### config.mk
export PLATFORM = sky130hd
export DESIGN_NAME = spi_flash_test_seq_flat
export DESIGN_NICKNAME = d
export VERILOG_FILES = /design/src/rtl/spi_flash_test_pkg.sv /design/src/rtl/spi_flash_test_seq_if.sv /design/src/rtl/spi_flash_pattern_chk.sv /design/src/rtl/spi_flash_test_seq.sv /design/src/flat_wrapper.sv
export SDC_FILE = /design/constraint.sdc
export NUM_CORES = 1
export LEC_CHECK = 0
export ABC_AREA = 1
export BUFFER_PORTS_ARGS = -buffer_cell sky130_fd_sc_hd__buf_2
export CAP_MARGIN = 30
export CORE_UTILIZATION = 30
export DETAILED_ROUTE_END_ITERATION = 10
export PLACE_DENSITY = 0.54
export SLEW_MARGIN = 0
export SYNTH_ARGS = -nofsm -noshare
export SYNTH_HDL_FRONTEND = slang
export SYNTH_SLANG_ARGS = --single-unit
### constraint.sdc
create_clock -name sys_clk -period 3.4 [get_ports sys_clk]
set_clock_uncertainty 0.1 [all_clocks]
set_input_delay 0.68 -clock sys_clk [delete_from_list [all_inputs] [get_ports sys_clk]]
set_output_delay 0.68 -clock sys_clk [all_outputs]
set_load 0.02 [all_outputs]
### src/rtl/spi_flash_test_pkg.sv
// spi_flash_test_pkg: shared state encoding and defaults for the
// SPI flash erase/program/verify self-test sequencer.
package spi_flash_test_pkg;

  typedef logic [2:0] state_t;

  localparam state_t ST_IDLE   = 3'd0;
  localparam state_t ST_ERASE  = 3'd1;
  localparam state_t ST_WRITE  = 3'd2;
  localparam state_t ST_READ   = 3'd3;
  localparam state_t ST_FINISH = 3'd4;

  localparam logic [23:0] DEF_TEST_ADDR    = 24'h000000;
  localparam logic [8:0]  DEF_TEST_SIZE    = 9'd256;
  localparam logic [7:0]  DEF_PATTERN_SEED = 8'h00;

  function automatic logic [7:0] pattern_byte(
    input logic [7:0] seed,
    input logic [7:0] idx
  );
    return seed + idx;
  endfunction

endpackage

### src/rtl/spi_flash_test_seq_if.sv
// spi_flash_test_seq_if: request/ack, address and byte-stream
// signals between the self-test sequencer and the flash controller.
interface spi_flash_test_seq_if;

  logic        flash_sector_erase;
  logic        flash_write;
  logic        flash_read;
  logic        flash_bulk_erase;
  logic        flash_sector_erase_ack;
  logic        flash_write_ack;
  logic        flash_read_ack;
  logic [23:0] flash_sector_addr;
  logic [23:0] flash_write_addr;
  logic [23:0] flash_read_addr;
  logic [8:0]  flash_write_size;
  logic [8:0]  flash_read_size;
  logic        flash_write_data_req;
  logic [7:0]  flash_write_data_in;
  logic [7:0]  flash_read_data_out;
  logic        flash_read_data_valid;

  modport master (
    output flash_sector_erase,
    output flash_write,
    output flash_read,
    output flash_bulk_erase,
    input  flash_sector_erase_ack,
    input  flash_write_ack,
    input  flash_read_ack,
    output flash_sector_addr,
    output flash_write_addr,
    output flash_read_addr,
    output flash_write_size,
    output flash_read_size,
    input  flash_write_data_req,
    output flash_write_data_in,
    input  flash_read_data_out,
    input  flash_read_data_valid
  );

  modport slave (
    input  flash_sector_erase,
    input  flash_write,
    input  flash_read,
    input  flash_bulk_erase,
    output flash_sector_erase_ack,
    output flash_write_ack,
    output flash_read_ack,
    input  flash_sector_addr,
    input  flash_write_addr,
    input  flash_read_addr,
    input  flash_write_size,
    input  flash_read_size,
    output flash_write_data_req,
    input  flash_write_data_in,
    output flash_read_data_out,
    output flash_read_data_valid
  );

endinterface

### src/rtl/spi_flash_pattern_chk.sv
// spi_flash_pattern_chk: on-the-fly readback compare against the
// counting pattern, with shortfall accounting at read completion.
module spi_flash_pattern_chk
  import spi_flash_test_pkg::*;
#(
  parameter logic [8:0] TEST_SIZE    = DEF_TEST_SIZE,
  parameter logic [7:0] PATTERN_SEED = DEF_PATTERN_SEED
) (
  input  logic       sys_clk,
  input  logic       rst,
  input  logic       clear,
  input  logic       en,
  input  logic       finalize,
  input  logic [7:0] data,
  input  logic       valid,
  output logic [8:0] err_count,
  output logic [7:0] first_fail_idx,
  output logic       err_zero_next
);

  logic [8:0] rd_cnt_q, rd_cnt_d;
  logic [8:0] err_q, err_d;
  logic [7:0] ff_q, ff_d;
  logic       hit;

  always_ff @(posedge sys_clk or posedge rst) begin
    if (rst) begin
      rd_cnt_q <= '0;
      err_q    <= '0;
      ff_q     <= '0;
    end else begin
      rd_cnt_q <= rd_cnt_d;
      err_q    <= err_d;
      ff_q     <= ff_d;
    end
  end

  always_comb begin
    rd_cnt_d = rd_cnt_q;
    err_d    = err_q;
    ff_d     = ff_q;
    hit      = en & valid & (rd_cnt_q < TEST_SIZE);
    if (hit) begin
      if (data != pattern_byte(PATTERN_SEED, rd_cnt_q[7:0])) begin
        err_d = err_q + 9'd1;
        if (err_q == '0) ff_d = rd_cnt_q[7:0];
      end
      rd_cnt_d = rd_cnt_q + 9'd1;
    end
    // bytes never delivered before the read ack count as errors
    if (finalize && rd_cnt_d < TEST_SIZE) begin
      if (err_d == '0) ff_d = rd_cnt_d[7:0];
      err_d = err_d + (TEST_SIZE - rd_cnt_d);
    end
    if (clear) begin
      rd_cnt_d = '0;
      err_d    = '0;
      ff_d     = '0;
    end
  end

  assign err_count      = err_q;
  assign first_fail_idx = ff_q;
  assign err_zero_next  = (err_d == '0);

endmodule

### src/rtl/spi_flash_test_seq.sv
// spi_flash_test_seq: erase / page-program / verify self-test
// sequencer driving the SPI flash controller request/ack port.
module spi_flash_test_seq
  import spi_flash_test_pkg::*;
#(
  parameter logic [23:0] TEST_ADDR    = DEF_TEST_ADDR,
  parameter logic [8:0]  TEST_SIZE    = DEF_TEST_SIZE,
  parameter logic [7:0]  PATTERN_SEED = DEF_PATTERN_SEED
) (
  input  logic                 sys_clk,
  input  logic                 rst,
  input  logic                 start,
  output logic                 busy,
  output logic                 done,
  output logic                 pass,
  output logic [8:0]           err_count,
  output logic [7:0]           first_fail_idx,
  spi_flash_test_seq_if.master fl
);

  state_t     state_q, state_d;
  logic       in_idle, in_erase, in_write;
  logic       in_read, in_finish;
  logic       start_acc;
  logic       er_q, er_d, wr_q, wr_d, rd_q, rd_d;
  logic       busy_q, busy_d, done_q, done_d;
  logic       pass_q, pass_d;
  logic [7:0] wr_idx_q, wr_idx_d;
  logic [7:0] wdata_q, wdata_d;
  logic       chk_err_zero;

  assign in_idle   = (state_q == ST_IDLE);
  assign in_erase  = (state_q == ST_ERASE);
  assign in_write  = (state_q == ST_WRITE);
  assign in_read   = (state_q == ST_READ);
  assign in_finish = (state_q == ST_FINISH);
  assign start_acc = in_idle & start;

  always_ff @(posedge sys_clk or posedge rst) begin
    if (rst) begin
      state_q  <= ST_IDLE;
      er_q     <= 1'b0;
      wr_q     <= 1'b0;
      rd_q     <= 1'b0;
      busy_q   <= 1'b0;
      done_q   <= 1'b0;
      pass_q   <= 1'b0;
      wr_idx_q <= '0;
      wdata_q  <= '0;
    end else begin
      state_q  <= state_d;
      er_q     <= er_d;
      wr_q     <= wr_d;
      rd_q     <= rd_d;
      busy_q   <= busy_d;
      done_q   <= done_d;
      pass_q   <= pass_d;
      wr_idx_q <= wr_idx_d;
      wdata_q  <= wdata_d;
    end
  end

  always_comb begin
    state_d = state_q;
    unique case (1'b1)
      in_idle:   if (start) state_d = ST_ERASE;
      in_erase:  if (fl.flash_sector_erase_ack) state_d = ST_WRITE;
      in_write:  if (fl.flash_write_ack) state_d = ST_READ;
      in_read:   if (fl.flash_read_ack) state_d = ST_FINISH;
      in_finish: state_d = ST_IDLE;
      default:   state_d = ST_IDLE;
    endcase
  end

  // requests and status are registered from the next state
  always_comb begin
    er_d     = (state_d == ST_ERASE);
    wr_d     = (state_d == ST_WRITE);
    rd_d     = (state_d == ST_READ);
    busy_d   = er_d | wr_d | rd_d;
    done_d   = (state_d == ST_FINISH);
    pass_d   = pass_q;
    wr_idx_d = wr_idx_q;
    wdata_d  = wdata_q;
    if (start_acc) begin
      pass_d   = 1'b0;
      wr_idx_d = '0;
    end
    if (done_d) pass_d = chk_err_zero;
    if (in_write && fl.flash_write_data_req) begin
      wdata_d  = pattern_byte(PATTERN_SEED, wr_idx_q);
      wr_idx_d = wr_idx_q + 8'd1;
    end
  end

  spi_flash_pattern_chk #(
    .TEST_SIZE    (TEST_SIZE),
    .PATTERN_SEED (PATTERN_SEED)
  ) u_chk (
    .sys_clk        (sys_clk),
    .rst            (rst),
    .clear          (start_acc),
    .en             (in_read),
    .finalize       (in_read & fl.flash_read_ack),
    .data           (fl.flash_read_data_out),
    .valid          (fl.flash_read_data_valid),
    .err_count      (err_count),
    .first_fail_idx (first_fail_idx),
    .err_zero_next  (chk_err_zero)
  );

  assign fl.flash_sector_erase  = er_q;
  assign fl.flash_write         = wr_q;
  assign fl.flash_read          = rd_q;
  assign fl.flash_bulk_erase    = 1'b0;
  assign fl.flash_sector_addr   = TEST_ADDR;
  assign fl.flash_write_addr    = TEST_ADDR;
  assign fl.flash_read_addr     = TEST_ADDR;
  assign fl.flash_write_size    = TEST_SIZE;
  assign fl.flash_read_size     = TEST_SIZE;
  assign fl.flash_write_data_in = wdata_q;

  assign busy = busy_q;
  assign done = done_q;
  assign pass = pass_q;

endmodule

### src/flat_wrapper.sv
// flat-port wrapper written by rule: the top's interface ports become plain ports
module spi_flash_test_seq_flat import spi_flash_test_pkg::*;
#(
  parameter logic [23:0] TEST_ADDR    = DEF_TEST_ADDR,
  parameter logic [8:0]  TEST_SIZE    = DEF_TEST_SIZE,
  parameter logic [7:0]  PATTERN_SEED = DEF_PATTERN_SEED
)
  (sys_clk, rst, start, busy, done, pass, err_count, first_fail_idx, fl_flash_sector_erase, fl_flash_write, fl_flash_read, fl_flash_bulk_erase, fl_flash_sector_erase_ack, fl_flash_write_ack, fl_flash_read_ack, fl_flash_sector_addr, fl_flash_write_addr, fl_flash_read_addr, fl_flash_write_size, fl_flash_read_size, fl_flash_write_data_req, fl_flash_write_data_in, fl_flash_read_data_out, fl_flash_read_data_valid);
  spi_flash_test_seq_if fl_i ();
  input  logic sys_clk;
  input  logic rst;
  input  logic start;
  output logic busy;
  output logic done;
  output logic pass;
  output logic [8:0] err_count;
  output logic [7:0] first_fail_idx;
  output wire logic [$bits(fl_i.flash_sector_erase)-1:0] fl_flash_sector_erase;
  output wire logic [$bits(fl_i.flash_write)-1:0] fl_flash_write;
  output wire logic [$bits(fl_i.flash_read)-1:0] fl_flash_read;
  output wire logic [$bits(fl_i.flash_bulk_erase)-1:0] fl_flash_bulk_erase;
  input wire logic [$bits(fl_i.flash_sector_erase_ack)-1:0] fl_flash_sector_erase_ack;
  input wire logic [$bits(fl_i.flash_write_ack)-1:0] fl_flash_write_ack;
  input wire logic [$bits(fl_i.flash_read_ack)-1:0] fl_flash_read_ack;
  output wire logic [$bits(fl_i.flash_sector_addr)-1:0] fl_flash_sector_addr;
  output wire logic [$bits(fl_i.flash_write_addr)-1:0] fl_flash_write_addr;
  output wire logic [$bits(fl_i.flash_read_addr)-1:0] fl_flash_read_addr;
  output wire logic [$bits(fl_i.flash_write_size)-1:0] fl_flash_write_size;
  output wire logic [$bits(fl_i.flash_read_size)-1:0] fl_flash_read_size;
  input wire logic [$bits(fl_i.flash_write_data_req)-1:0] fl_flash_write_data_req;
  output wire logic [$bits(fl_i.flash_write_data_in)-1:0] fl_flash_write_data_in;
  input wire logic [$bits(fl_i.flash_read_data_out)-1:0] fl_flash_read_data_out;
  input wire logic [$bits(fl_i.flash_read_data_valid)-1:0] fl_flash_read_data_valid;
  assign fl_flash_sector_erase = fl_i.flash_sector_erase;
  assign fl_flash_write = fl_i.flash_write;
  assign fl_flash_read = fl_i.flash_read;
  assign fl_flash_bulk_erase = fl_i.flash_bulk_erase;
  assign fl_i.flash_sector_erase_ack = fl_flash_sector_erase_ack;
  assign fl_i.flash_write_ack = fl_flash_write_ack;
  assign fl_i.flash_read_ack = fl_flash_read_ack;
  assign fl_flash_sector_addr = fl_i.flash_sector_addr;
  assign fl_flash_write_addr = fl_i.flash_write_addr;
  assign fl_flash_read_addr = fl_i.flash_read_addr;
  assign fl_flash_write_size = fl_i.flash_write_size;
  assign fl_flash_read_size = fl_i.flash_read_size;
  assign fl_i.flash_write_data_req = fl_flash_write_data_req;
  assign fl_flash_write_data_in = fl_i.flash_write_data_in;
  assign fl_i.flash_read_data_out = fl_flash_read_data_out;
  assign fl_i.flash_read_data_valid = fl_flash_read_data_valid;
  spi_flash_test_seq #(.TEST_ADDR(TEST_ADDR), .TEST_SIZE(TEST_SIZE), .PATTERN_SEED(PATTERN_SEED)) u_core (.sys_clk(sys_clk), .rst(rst), .start(start), .busy(busy), .done(done), .pass(pass), .err_count(err_count), .first_fail_idx(first_fail_idx), .fl(fl_i));
endmodule
* Yosys cells after proc, flatten, opt, wreduce, memory -nomap -nowiden
Cells that the tools add are included. W data, S select, Z words.
Word-level totals: flip-flop bits (word level) 51, latch bits 0, RAM bits 0, bits in read-only memories 0, input bits 16, output and inout port bits 122, word-level logic and storage cells 62, memories kept 0
Cells by class: add/sub/neg operators 5, $mul 0, div/mod/pow operators 0, order comparisons 2, equality and inequality tests 8, shifts and indexed selects 0, muxes and demuxes 21, bitwise logic cells 6, reductions and logical operators 8
Operators with widths (number):
- $mux W8 | 8
- $mux W9 | 6
- $logic_not A9 Y1 | 3
- $add A9 B1 Y9 const B | 2
- $lt A9 B9 Y1 const B | 2
- $eq A3 B2 Y1 const B | 4
- $mux W3 | 4
- $pmux W3 S4 | 1
- $add A9 B9 Y9 | 1
- $sub A9 B9 Y9 const A | 1
- $add A8 B1 Y8 const B | 1
- $ne A8 B8 Y1 | 1
- $eq A3 B1 Y1 const B | 2
- $and A1 B1 Y1 | 4
- $reduce_bool A2 Y1 | 2
- $eq A3 B3 Y1 const B | 1
- $logic_not A3 Y1 | 1
- $logic_and A1 B1 Y1 | 2
- $mux W1 | 2
- $or A1 B1 Y1 | 2

* Longest topological paths before layout
Gate-level depths: netlist of the first run.
depth after elaboration 10, depth in mapped cells 27

* Cells and area by module
A second synthesis of the first run with hierarchy kept.
Second synthesis, totals: cells, all modules 576, area total of the unflattened synthesis 4232.8 um2
By module, submodules not included:
- spi_flash_pattern_chk | instances 1, cells each 344, area each 2277.2 um2
- spi_flash_test_seq | instances 1, cells each 232, area each 1955.6 um2

* Least setup slack after synthesis of the first run
OpenSTA, ideal clock, no wires.
kind in2reg, start point in fl_flash_read_data_out[3], end point reg u_core.pass_q, in the netlist u_core.pass, library setup time 65 ps, arrival time 3246 ps, required time 3235 ps, setup slack -12 ps, cell stages on the path 23, cell sequence xnor2_1 nand2_2 nor2_4 nand2_8 buf_8 nand3b_1 nand2_2 inv_1 ha_1 ha_1 fa_1 nand2_1 inv_1 nor2_1 o21bai_1 or2_2 nand2_1 a21oi_1 nand2_1 nand2_1 nor2_1 nand4_1 nand2_1
On the way: word-level cells in the longest chain between the ends 8
RTL lines:
- start: declaration | RTL line flat_wrapper.sv:32 | input wire logic [$bits(fl_i.flash_read_data_out)-1:0] fl_flash_read_data_out;
- $ne A8 B8 Y1 (*) | RTL line spi_flash_pattern_chk.sv:44 | if (data != pattern_byte(PATTERN_SEED, rd_cnt_q[7:0])) begin
- $mux W9 (*) | RTL line spi_flash_pattern_chk.sv:44
- $mux W9 (*) | RTL line spi_flash_pattern_chk.sv:43 | if (hit) begin
- $add A9 B9 Y9 | RTL line spi_flash_pattern_chk.sv:53 | err_d = err_d + (TEST_SIZE - rd_cnt_d);
- $mux W9 (*) | RTL line spi_flash_pattern_chk.sv:51 | if (finalize && rd_cnt_d < TEST_SIZE) begin
- $mux W9 (*) | RTL line spi_flash_pattern_chk.sv:55 | if (clear) begin
- $logic_not A9 Y1 (*) | RTL line spi_flash_pattern_chk.sv:64 | assign err_zero_next = (err_d == '0);
- $mux W1 (*) | RTL line spi_flash_test_seq.sv:89 | if (done_d) pass_d = chk_err_zero;
- end signal: assignment | RTL line spi_flash_test_seq.sv:57 | pass_q <= pass_d;
- end: declaration | RTL line spi_flash_test_seq.sv:27 | logic pass_q, pass_d;
Mark *: on every way between the ends. The rest lies on a longest branch, timed or not. A chain may end at the register's enable or synchronous reset.

* Final worst setup path of the first run
start point in fl_flash_read_data_out[5], end point reg u_core.u_chk.err_q[5], in the netlist u_core.u_chk.err_count[5]
On the way: word-level cells in the longest chain between the ends 6
RTL lines:
- $ne A8 B8 Y1 (*) | RTL line spi_flash_pattern_chk.sv:44
- $mux W9 (*) | RTL line spi_flash_pattern_chk.sv:44
- $mux W9 (*) | RTL line spi_flash_pattern_chk.sv:43
- $add A9 B9 Y9 | RTL line spi_flash_pattern_chk.sv:53
- $mux W9 (*) | RTL line spi_flash_pattern_chk.sv:51
- $mux W9 (*) | RTL line spi_flash_pattern_chk.sv:55
- named net u_core.u_chk.err_d[5] | RTL line spi_flash_pattern_chk.sv:22 | logic [8:0] err_q, err_d;
- end signal: assignment | RTL line spi_flash_pattern_chk.sv:33 | err_q <= err_d;
- end: declaration | RTL line spi_flash_pattern_chk.sv:22
Mark *: on every way through the listed nets, which the timed path passes. The rest lies on a longest branch.

==> flow_summary.toml, run 1 <==
[setup_path]
critical_path.endpoint_type = "flop"
setup.worst_path.start_class = "primary input"
worst_r2r_startpoint = "u_core.u_chk.rd_cnt_q[4]"
crit-reg2reg-capture = "u_core.u_chk.err_count[5]"
critical_path.max_fanout = 5
arrival_ps = 3400
crit_type = "in -> reg"
critical_path.slowest_cell = "fa_2"
cp_data_required_time_ps = 3550
r2r_setup_slack_ps = 170
worstRegToRegCells = 25
timing.critical_path.slowest_cell_delay_ps = 390
critPathMostFrequentCell = "nand2_1"

[final_layout]
seqCellArea_um2 = 1280
design_area_um2 = 5330
finalCoreUtilization_pct = 38.3
final_layout_size_suffix_gt1_share_pct = 31.2
fillers = 1447
antenna_cells = 0
multi_input_area_um2 = 2530
nets = 721
areaGrowthSynthToFinish_pct = 24.1

[synthesis]
ys_ff_latch = 51
synth_top_area_share_pct = 29.7
avgSynthCellArea_um2 = 7.50
syn_area_um2 = 4300
post_synth_inst_count = 573
synthTopCellsByArea = "dfrtp_1, buf_4, nand2_1"
synth_seq_area_share_pct = 29.7
yosys_warnings = 0
synth_area_leader_cell = "dfrtp_1"
synthDistinctLibCells = 40

[timing]
clock.fmax_mhz = 307
share_of_the_cycle_needed_by_the_critical_path_after_routing_pct = 95.8
timing_hold_violations_final = 0
finalCriticalPeriod_ps = 3260
max_slew_margin_vs_limit_pct = 49.5
finalSetupViolCount = 0
slew_violations = 0
timing_worst_slew_pin_value_ps = 757

[power]
static-leakage-power_nw = 3.04
share_clk_of_total_power_pct = 13.5
netSwitchingPower_mw = 1.82
share_comb_of_total_power_pct = 63.9
vdd.ir_drop.worst_v = 0.000378
p_int_mw = 2.13
seq_power_share_pct = 22.6
power.share.switching_pct = 46.2
p_per_area_nw_per_um2 = 741
post-layout-total-power_mw = 3.95

[drt]
viasPerCell = 4.05
ant_nets = 0
vias = 3503
drt_pass_1_iters = 4
drc = 0
routed_wire_length_per_instance_um = 11.5
wl_um = 9930
detailedRoute.firstIterationViolations = 112

[die]
initial_core_utilization_pct = 30.8
floorplan.die.width_um = 122
floorplan.die_area_um2 = 14800
io_pins = 138
core-area_um2 = 13900
fp.dieH_um = 122
placement_row_count = 43

[min_path]
hold_class = "in -> async"

[global_route]
grt_remaining_overflow = 0
antenna_found_initial = 0
grt_pass1_wl_um = 15200
globalRouteTotalUtil_pct = 13.1
grt_max_degree = 21
via_count_of_the_first_global_routing_pass = 3147

[cts]
clock_tree.buffer_depth = 2
clk_latency_ps = 300
worst_setup_hold_path_clk_slew_ps = 80
cts_tree = "built"
htree_levels = 2
cts_sinks = 51
post_cts_hold_buffer_count = 0
numCtsBuffers = 5
clk_root_buffer_cell = "clkbuf_16"

[status]
status = "complete, no violations"

[placement]
postPlaceCellArea_um2 = 4640
post-dp-hpwl_um = 7380
gp_congestion = 0.866
io_buffers = 46

[run]
max-cap-violations = 0
## what timing repair did
item	4_1_cts	5_1_grt
resized for setup	1	57
pin swaps	0	36
setup endpoints to repair	1	4
setup buffers	0	24
cloned	0	2
## cells in the final DEF, fill, tap and decap left out, types with 4 or more instances in the layout
cell type / count
nand3_1: 24
ha_4: 11
nand3_2: 5
inv_2: 16
o21ai_0: 12
buf_2: 45
nand2_2: 18
dfrtp_1: 47
nor3_1: 4
ha_1: 8
nor2_4: 7
clkbuf_16: 6
nand2_1: 126
mux2i_1: 8
dfrtp_2: 4
xor2_1: 6
conb_1: 91
nand4_1: 5
a21oi_1: 12
nor2_1: 50
buf_4: 62
inv_1: 72
## synth_stat cells, drive strengths merged
library cell  number
o21bai             3
nand4              9
fa                 1
o21ai             14
or2                1
nor2              61
o211ai             1
mux2i              8
nand3             30
xnor2              4
dfrtp             51
clkbuf             3
a21oi             14
buf               96
nand2            146
inv               89
nor3               8
o22ai              1
xor2              11
ha                19
conb               2
nand3b             1
## critical path: cells and delay by family
kind	cells	cell delay, ps
and+or+nand+nor	13	1100
buffers and inverters	8	640
adders and majority gates	3	760
AOI/OAI and AO/OA	2	220
## cells by family after synthesis
| family | Yosys count | synth area share (%) |
|---|---|---|
| AND/OR/NAND/NOR | 256 | 29.1 |
| other | 2 | 0.175 |
| buffers and inverters | 188 | 25.9 |
| multiplexers | 8 | 1.86 |
| AO/OA/AOI/OAI | 33 | 4.19 |
| flip-flops | 51 | 29.7 |
| adder cells (fa/ha/maj) | 20 | 6.00 |
| XOR/XNOR | 15 | 3.06 |
## how the worst max path moves through the flow
stage	cells after the start	from	endpoint	slack, ps
2_1_floorplan	23	fl_flash_read_data_out[3]	u_core.pass	4
3_3_place_gp	24	fl_flash_read_data_out[3]	u_core.pass	-210
3_5_place_dp	22	fl_flash_read_data_valid	u_core.pass	-240
4_1_cts	22	u_core.state_q[2]	u_core.pass	30
5_1_grt	27	fl_flash_read_data_out[5]	u_core.pass	-50
6_report	26	fl_flash_read_data_out[5]	u_core.u_chk.err_count[5]	140
## flip-flops by register name (all words and copies together), names as in the netlist
signal	cells
u_core.busy	1
u_core.done	1
u_core.fl.flash_read	1
u_core.fl.flash_sector_erase	1
u_core.fl.flash_write	1
u_core.fl.flash_write_data_in	8
u_core.pass	1
u_core.state_q	3
u_core.u_chk.err_count	9
u_core.u_chk.first_fail_idx	8
u_core.u_chk.rd_cnt_q	9
u_core.wr_idx_q	8
## final cells by class
| cell class | instances | share of cell area, % |
|---|---|---|
| multi-input combinational | 424 | 47.5 |
| sequential | 51 | 24.0 |
| timing repair buffer | 114 | 15.1 |
| inverter | 89 | 6.31 |
| tap | 180 | 4.22 |
| clock buffer | 5 | 2.35 |
| clock inverter | 3 | 0.516 |
## metal layers
layer,vias up,GRT usage (%),part of all wire [%],wire (µm)
met3,7,2.67,5.0,493
li1,1798,-,-,-
met2,93,22.6,48,4790
met1,1605,17.1,46,4610
met4,0,1.85,0.46,46
met5,-,0,0,0
## metrics by stage
step / hold WS (ps) / instances / TNS (ps) / worst slack [ps]
2_1_floorplan: 340 / 662 / 0 / 3.57
3_3_place_gp: 352 / 832 / -333 / -214
3_5_place_dp: 364 / 832 / -434 / -242
4_1_cts: 304 / 840 / 0 / 26.2
5_1_grt: 326 / 866 / -96.8 / -54.1
6_report: 282 / 866 / 0 / 142
## power groups by stage
| stage | Clock [mW] | Combinational, mW | Sequential (mW) |
|---|---|---|---|
| 6_report | 0.533 | 2.52 | 0.892 |
| 5_1_grt | 0.566 | 2.82 | 0.912 |
| 4_1_cts | 0.546 | 2.13 | 0.895 |
| 3_5_place_dp | 0 | 2.12 | 0.905 |
| 3_3_place_gp | 0 | 2.12 | 0.910 |
| 2_1_floorplan | 0 | 1.37 | 1.04 |
(Power assumes the default switching activity.)
==> inputs of run 2 (changes only) <==
==> constraint.sdc (replaced) <==
create_clock -name sys_clk -period 3.4 [get_ports sys_clk]
set_clock_uncertainty 0.1 [all_clocks]
set_input_delay 0.17 -clock sys_clk [delete_from_list [all_inputs] [get_ports sys_clk]]
set_output_delay 0.17 -clock sys_clk [all_outputs]
set_load 0.02 [all_outputs]
==> run 2 against run 1 <==
Against the previous run:
- utilization shrank 2.0 points
- clock-buffer cell count grew 1
- via count shrank 3.5%
- global-route usage grew 0.084 points
- routed wire length shrank 5.5%
- largest power group unchanged
==> flow_summary.toml, run 2 (synthesized netlist as in run 1, its figures left out) <==
[status]
status = "complete, no violations"

[timing]
max_slew_margin_vs_limit_pct = 48.9
unrepaired_setup_endpoints_after_global_routing = "yes"
finalCriticalPeriod_ps = 3220
share_of_the_cycle_needed_by_the_critical_path_after_routing_pct = 94.8
timing_hold_violations_final = 0
finalSetupViolCount = 0
total_negative_slack_ps = 0
timing_worst_slew_pin_value_ps = 765
slew_violations = 0
clock.fmax_mhz = 310

[global_route]
grt_remaining_overflow = 0
via_count_of_the_first_global_routing_pass = 3163
grt_pass1_wl_um = 15300
globalRouteTotalUtil_pct = 13.2
antenna_found_initial = 0
grt_max_degree = 36

[drt]
ant_nets = 0
detailedRoute.firstIterationViolations = 145
wl_um = 9390
vias = 3381
routed_wire_length_per_instance_um = 11.1
drt_pass_1_iters = 4
viasPerCell = 4.02
drc = 0

[die]
core-area_um2 = 13900
fp.dieH_um = 122
floorplan.die_area_um2 = 14800
placement_row_count = 43
initial_core_utilization_pct = 30.8
floorplan.die.width_um = 122
io_pins = 138

[cts]
cts_tree = "built"
htree_levels = 2
clk_latency_ps = 300
cts_sinks = 51
clk_root_buffer_cell = "clkbuf_16"
clock_tree.buffer_depth = 2
worst_setup_hold_path_clk_slew_ps = 70
numCtsBuffers = 5

[placement]
gp_congestion = 0.842
io_buffers = 46
dp_cells = 813
post-dp-hpwl_um = 7290

[setup_path]
arrival_ps = 3360
r2r_setup_slack_ps = 180
critical_path.endpoint_type = "flop"
crit_type = "reg -> reg"
cp_data_required_time_ps = 3540
setup.worst_path.start_class = "flop"
critical_path.max_fanout = 6

[power]
p_per_area_nw_per_um2 = 756
vdd.ir_drop.worst_v = 0.000359
post-layout-total-power_mw = 3.82
static-leakage-power_nw = 2.90

[final_layout]
nets = 697
areaGrowthSynthToFinish_pct = 17.7
finalCoreUtilization_pct = 36.3
antenna_cells = 0
final_layout_size_suffix_gt1_share_pct = 27.2
layout.cells.non_filler = 842
layout_common_cells = "nand2_1, conb_1, inv_1"
final_common_cell = "nand2_1"

[min_path]
hold_class = "in -> reg"

[run]
max-cap-violations = 0
-- run 2: cell type report --
cell class	instances	area, µm²
fill	1486	8880
tap	180	225
multi-input combinational	423	2460
timing repair buffer	91	588
clock buffer	6	129
sequential	51	1280
clock inverter	2	38.8
inverter	89	337
-- run 2: layer usage --
layer	wire, µm	part of all wire [%]	global-route usage (%)	vias to the layer above
li1	-	-	-	1747
met1	4360	46	17.5	1535
met2	4480	48	22.1	90
met3	450	4.8	2.20	9
met4	93	0.99	3.32	0
met5	0	0	0	-
-- run 2: metrics by stage --
| step | worst slack, ps | hold WS (ps) | area [µm²] |
|---|---|---|---|
| after floorplan | 156 | 207 | 4630 |
| after global placement | -11.2 | 258 | 4490 |
| after detailed placement | -109 | 269 | 4490 |
| after CTS | 4.64 | 10.2 | 4720 |
| after global routing | -82.9 | 30.5 | 5050 |
| final | 176 | 11.8 | 5050 |
-- run 2: worst max-delay path: stages, from the launching register on --
cell and delay (ps):
dfrtp_1 420, nor2_4 130, nand3_4 110, nor2_8 190, inv_4 70, nor3_4 210, nand3_2 140, xor2_2 230
inv_2 80, ha_4 280, ha_4 200, a21oi_1 160, nand3_2 110, nand2_1 80, nand2_1 70, a21oi_2 170
inv_1 50, nand2_1 60, nand3_1 90, nand2_2 80, nand4_1 80, nand2_1 70
-- run 2: repair_timing --
action	CTS	global route
endpoints found under the hold margin	35	0
gates resized for setup	4	43
hold buffers	2	0
setup endpoints to repair	2	4
buffers inserted	3	16
pin swaps	1	31
-- run 2: worst paths after layout --
kind	depth (start not counted)	start	to
worst max-delay path	21	u_core.state_q[2]	u_core.pass
worst min-delay path	2	fl_flash_sector_erase_ack	u_core.fl.flash_sector_erase
worst max register to register	21	u_core.state_q[2]	u_core.pass
worst min register to register	1	u_core.wr_idx_q[7]	u_core.wr_idx_q[7]
max in group asynchronous	4	rst	u_core.u_chk.rd_cnt_q[4]
min in group asynchronous	3	rst	u_core.state_q[0]
-- run 2: power breakdown --
| part | total (mW) | internal, mW | switching [mW] |
|---|---|---|---|
| sequential | 0.896 | 0.762 | 0.133 |
| combinational | 2.33 | 0.940 | 1.39 |
| clock | 0.594 | 0.351 | 0.243 |
| total | 3.82 | 2.05 | 1.77 |
==> inputs of run 3 (changes only) <==
--- a/config.mk
+++ b/config.mk
@@ -9,6 +9,7 @@
 export BUFFER_PORTS_ARGS = -buffer_cell sky130_fd_sc_hd__buf_2
 export CAP_MARGIN = 30
 export CORE_UTILIZATION = 30
+export CTS_BUF_LIST = sky130_fd_sc_hd__clkbuf_8
 export DETAILED_ROUTE_END_ITERATION = 10
 export PLACE_DENSITY = 0.54
 export SLEW_MARGIN = 0
==> run 3 against run 2 <==
Against the previous run:
- die area is the same
- register-to-register slack hardly changed
- first-iteration DRC count down 13%
- critical path type unchanged
==> flow_summary.toml, run 3 (synthesized netlist as in run 1, its figures left out) <==
[drt]
detailedRoute.firstIterationViolations = 126
drc = 0
routed_wire_length_per_instance_um = 11.1
wl_um = 9370
drt_pass_1_iters = 4
viasPerCell = 4.01
ant_nets = 0
vias = 3377

[setup_path]
worstRegToRegCells = 22
cp_data_required_time_ps = 3550
arrival_ps = 3390
timing.critical_path.to = "u_core.pass"
critical_path.max_fanout = 6
setup.worst_path.start_class = "flop"
critical_path.slowest_cell = "dfrtp_1"
r2r_setup_slack_ps = 160
crit-reg2reg-capture = "u_core.pass"
critical_path.endpoint_type = "flop"
worstPathCellList = "inv_2 -> nor2_4 -> nand3_4 -> nor2_8 -> inv_4 -> nor3_4 -> nand3_2 -> xor2_2 -> inv_2 -> ha_4 -> ha_4 -> a21oi_1 -> nand3_2 -> nand2_1 -> nand2_1 -> a21oi_2 -> inv_1 -> nand2_1 -> nand3_1 -> nand2_2 -> nand4_1 -> nand2_1"
timing.critical_path.slowest_cell_delay_ps = 380
critPathMostFrequentCell = "nand2_1"
crit_type = "reg -> reg"
worst_setup_startpoint = "u_core.state_q[1]"
worst_r2r_startpoint = "u_core.state_q[1]"

[power]
vdd.ir_drop.worst_v = 0.000351
power.share.switching_pct = 47.7
share_clk_of_total_power_pct = 12.1
post-layout-total-power_mw = 3.66
static-leakage-power_nw = 2.88
netSwitchingPower_mw = 1.74
seq_power_share_pct = 24.5
p_int_mw = 1.91
p_per_area_nw_per_um2 = 732
share_comb_of_total_power_pct = 63.5

[placement]
dp_cells = 813
gp_congestion = 0.842
io_buffers = 46
post-dp-hpwl_um = 7290
postPlaceCellArea_um2 = 4490

[cts]
cts_tree = "built"
numCtsBuffers = 5
htree_levels = 2
clk_latency_ps = 310
clk_root_buffer_cell = "clkbuf_8"
clock_tree.buffer_depth = 2
cts_sinks = 51
worst_setup_hold_path_clk_slew_ps = 100

[timing]
unrepaired_setup_endpoints_after_global_routing = "yes"
timing_worst_slew_pin_value_ps = 743
finalSetupViolCount = 0
clock.fmax_mhz = 309
share_of_the_cycle_needed_by_the_critical_path_after_routing_pct = 95.2
slew_violations = 0
finalCriticalPeriod_ps = 3240
max_slew_margin_vs_limit_pct = 50.4
timing_hold_violations_final = 0

[global_route]
globalRouteTotalUtil_pct = 13.1
grt_max_degree = 36
grt_remaining_overflow = 0
grt_pass1_wl_um = 15300
antenna_found_initial = 0
via_count_of_the_first_global_routing_pass = 3179

[final_layout]
finalCoreUtilization_pct = 35.8
antenna_cells = 0
areaGrowthSynthToFinish_pct = 16.2
final_layout_size_suffix_gt1_share_pct = 26.7
nets = 698
design_area_um2 = 4990
layout_common_cells = "nand2_1, conb_1, inv_1"
final_common_cell = "nand2_1"
layout.cells.non_filler = 843

[die]
fp.dieH_um = 122
core-area_um2 = 13900
floorplan.die.width_um = 122
io_pins = 138
initial_core_utilization_pct = 30.8
floorplan.die_area_um2 = 14800
placement_row_count = 43

[min_path]
hold_class = "in -> reg"

[status]
status = "complete, no violations"

[run]
max-cap-violations = 0
## run 3: cell types whose count changed in the layout (fill, tap and decap cells not counted), sizes merged
cell,delta
clkbuf,-1
dlygate4sd3,+2
buf,-1
inv,+1
## run 3: power by group through the flow
stage          clock [mW]  sequential, mW  combinational, mW
6_report            0.442           0.894               2.32
3_5_place_dp            0           0.912               1.99
5_1_grt             0.480           0.919               2.62
2_1_floorplan           0            1.04               1.37
4_1_cts             0.461           0.900               2.03
3_3_place_gp            0           0.912               2.00
## run 3: repair_timing
item	CTS	global route
gates resized for setup	4	40
pin swaps	1	30
setup endpoints to repair	2	4
hold buffers	4	0
hold endpoints to repair	39	0
buffers inserted	4	14
## run 3: critical path: cells and delay by family (launching register included)
| kind | cells | cell delay (ps) |
|---|---|---|
| AO/OA/AOI/OAI | 2 | 330 |
| flip-flops | 1 | 380 |
| buffers and inverters | 4 | 250 |
| adder cells (fa/ha/maj) | 2 | 480 |
| AND/OR/NAND/NOR | 13 | 1410 |
| XOR/XNOR | 1 | 240 |
## run 3: how the worst min path moves through the flow
stage / end / from / depth (start not counted) / slack, ps
finish: u_core.fl.flash_write_data_in[4] / fl_flash_write_data_req / 4 / 260
global route: u_core.u_chk.rd_cnt_q[8] / fl_flash_read_data_valid / 6 / 290
CTS: u_core.u_chk.rd_cnt_q[8] / fl_flash_read_data_valid / 5 / 220
global placement: u_core.state_q[0] / rst / 2 / 260
detailed placement: u_core.state_q[0] / rst / 2 / 270
floorplan: u_core.fl.flash_read / fl_flash_write_ack / 2 / 210
## run 3: through the flow
step                      setup TNS (ps)  worst slack, ps  hold WS (ps)
after CTS                              0             20.2           216
after global placement             -11.2            -11.2           258
after floorplan                        0              156           207
after detailed placement            -138             -109           269
final                                  0              164           259
after global routing               -97.6            -97.6           294
## run 3: final cells by class
class / count / area (µm²)
Fill cell: 1501 / 8940
Clock inverter: 3 / 42.5
Sequential cell: 51 / 1280
Multi-Input combinational cell: 423 / 2440
Tap cell: 180 / 225
Clock buffer: 5 / 68.8
Timing Repair Buffer: 92 / 601
Inverter: 89 / 337
## run 3: routing by layer
metal	vias to the layer above	GRT usage, %	routed length, µm
met4	0	2.55	76
met5	-	0	0
met3	6	2.53	365
met1	1546	17.3	4450
met2	77	22.3	4480
li1	1748	-	-
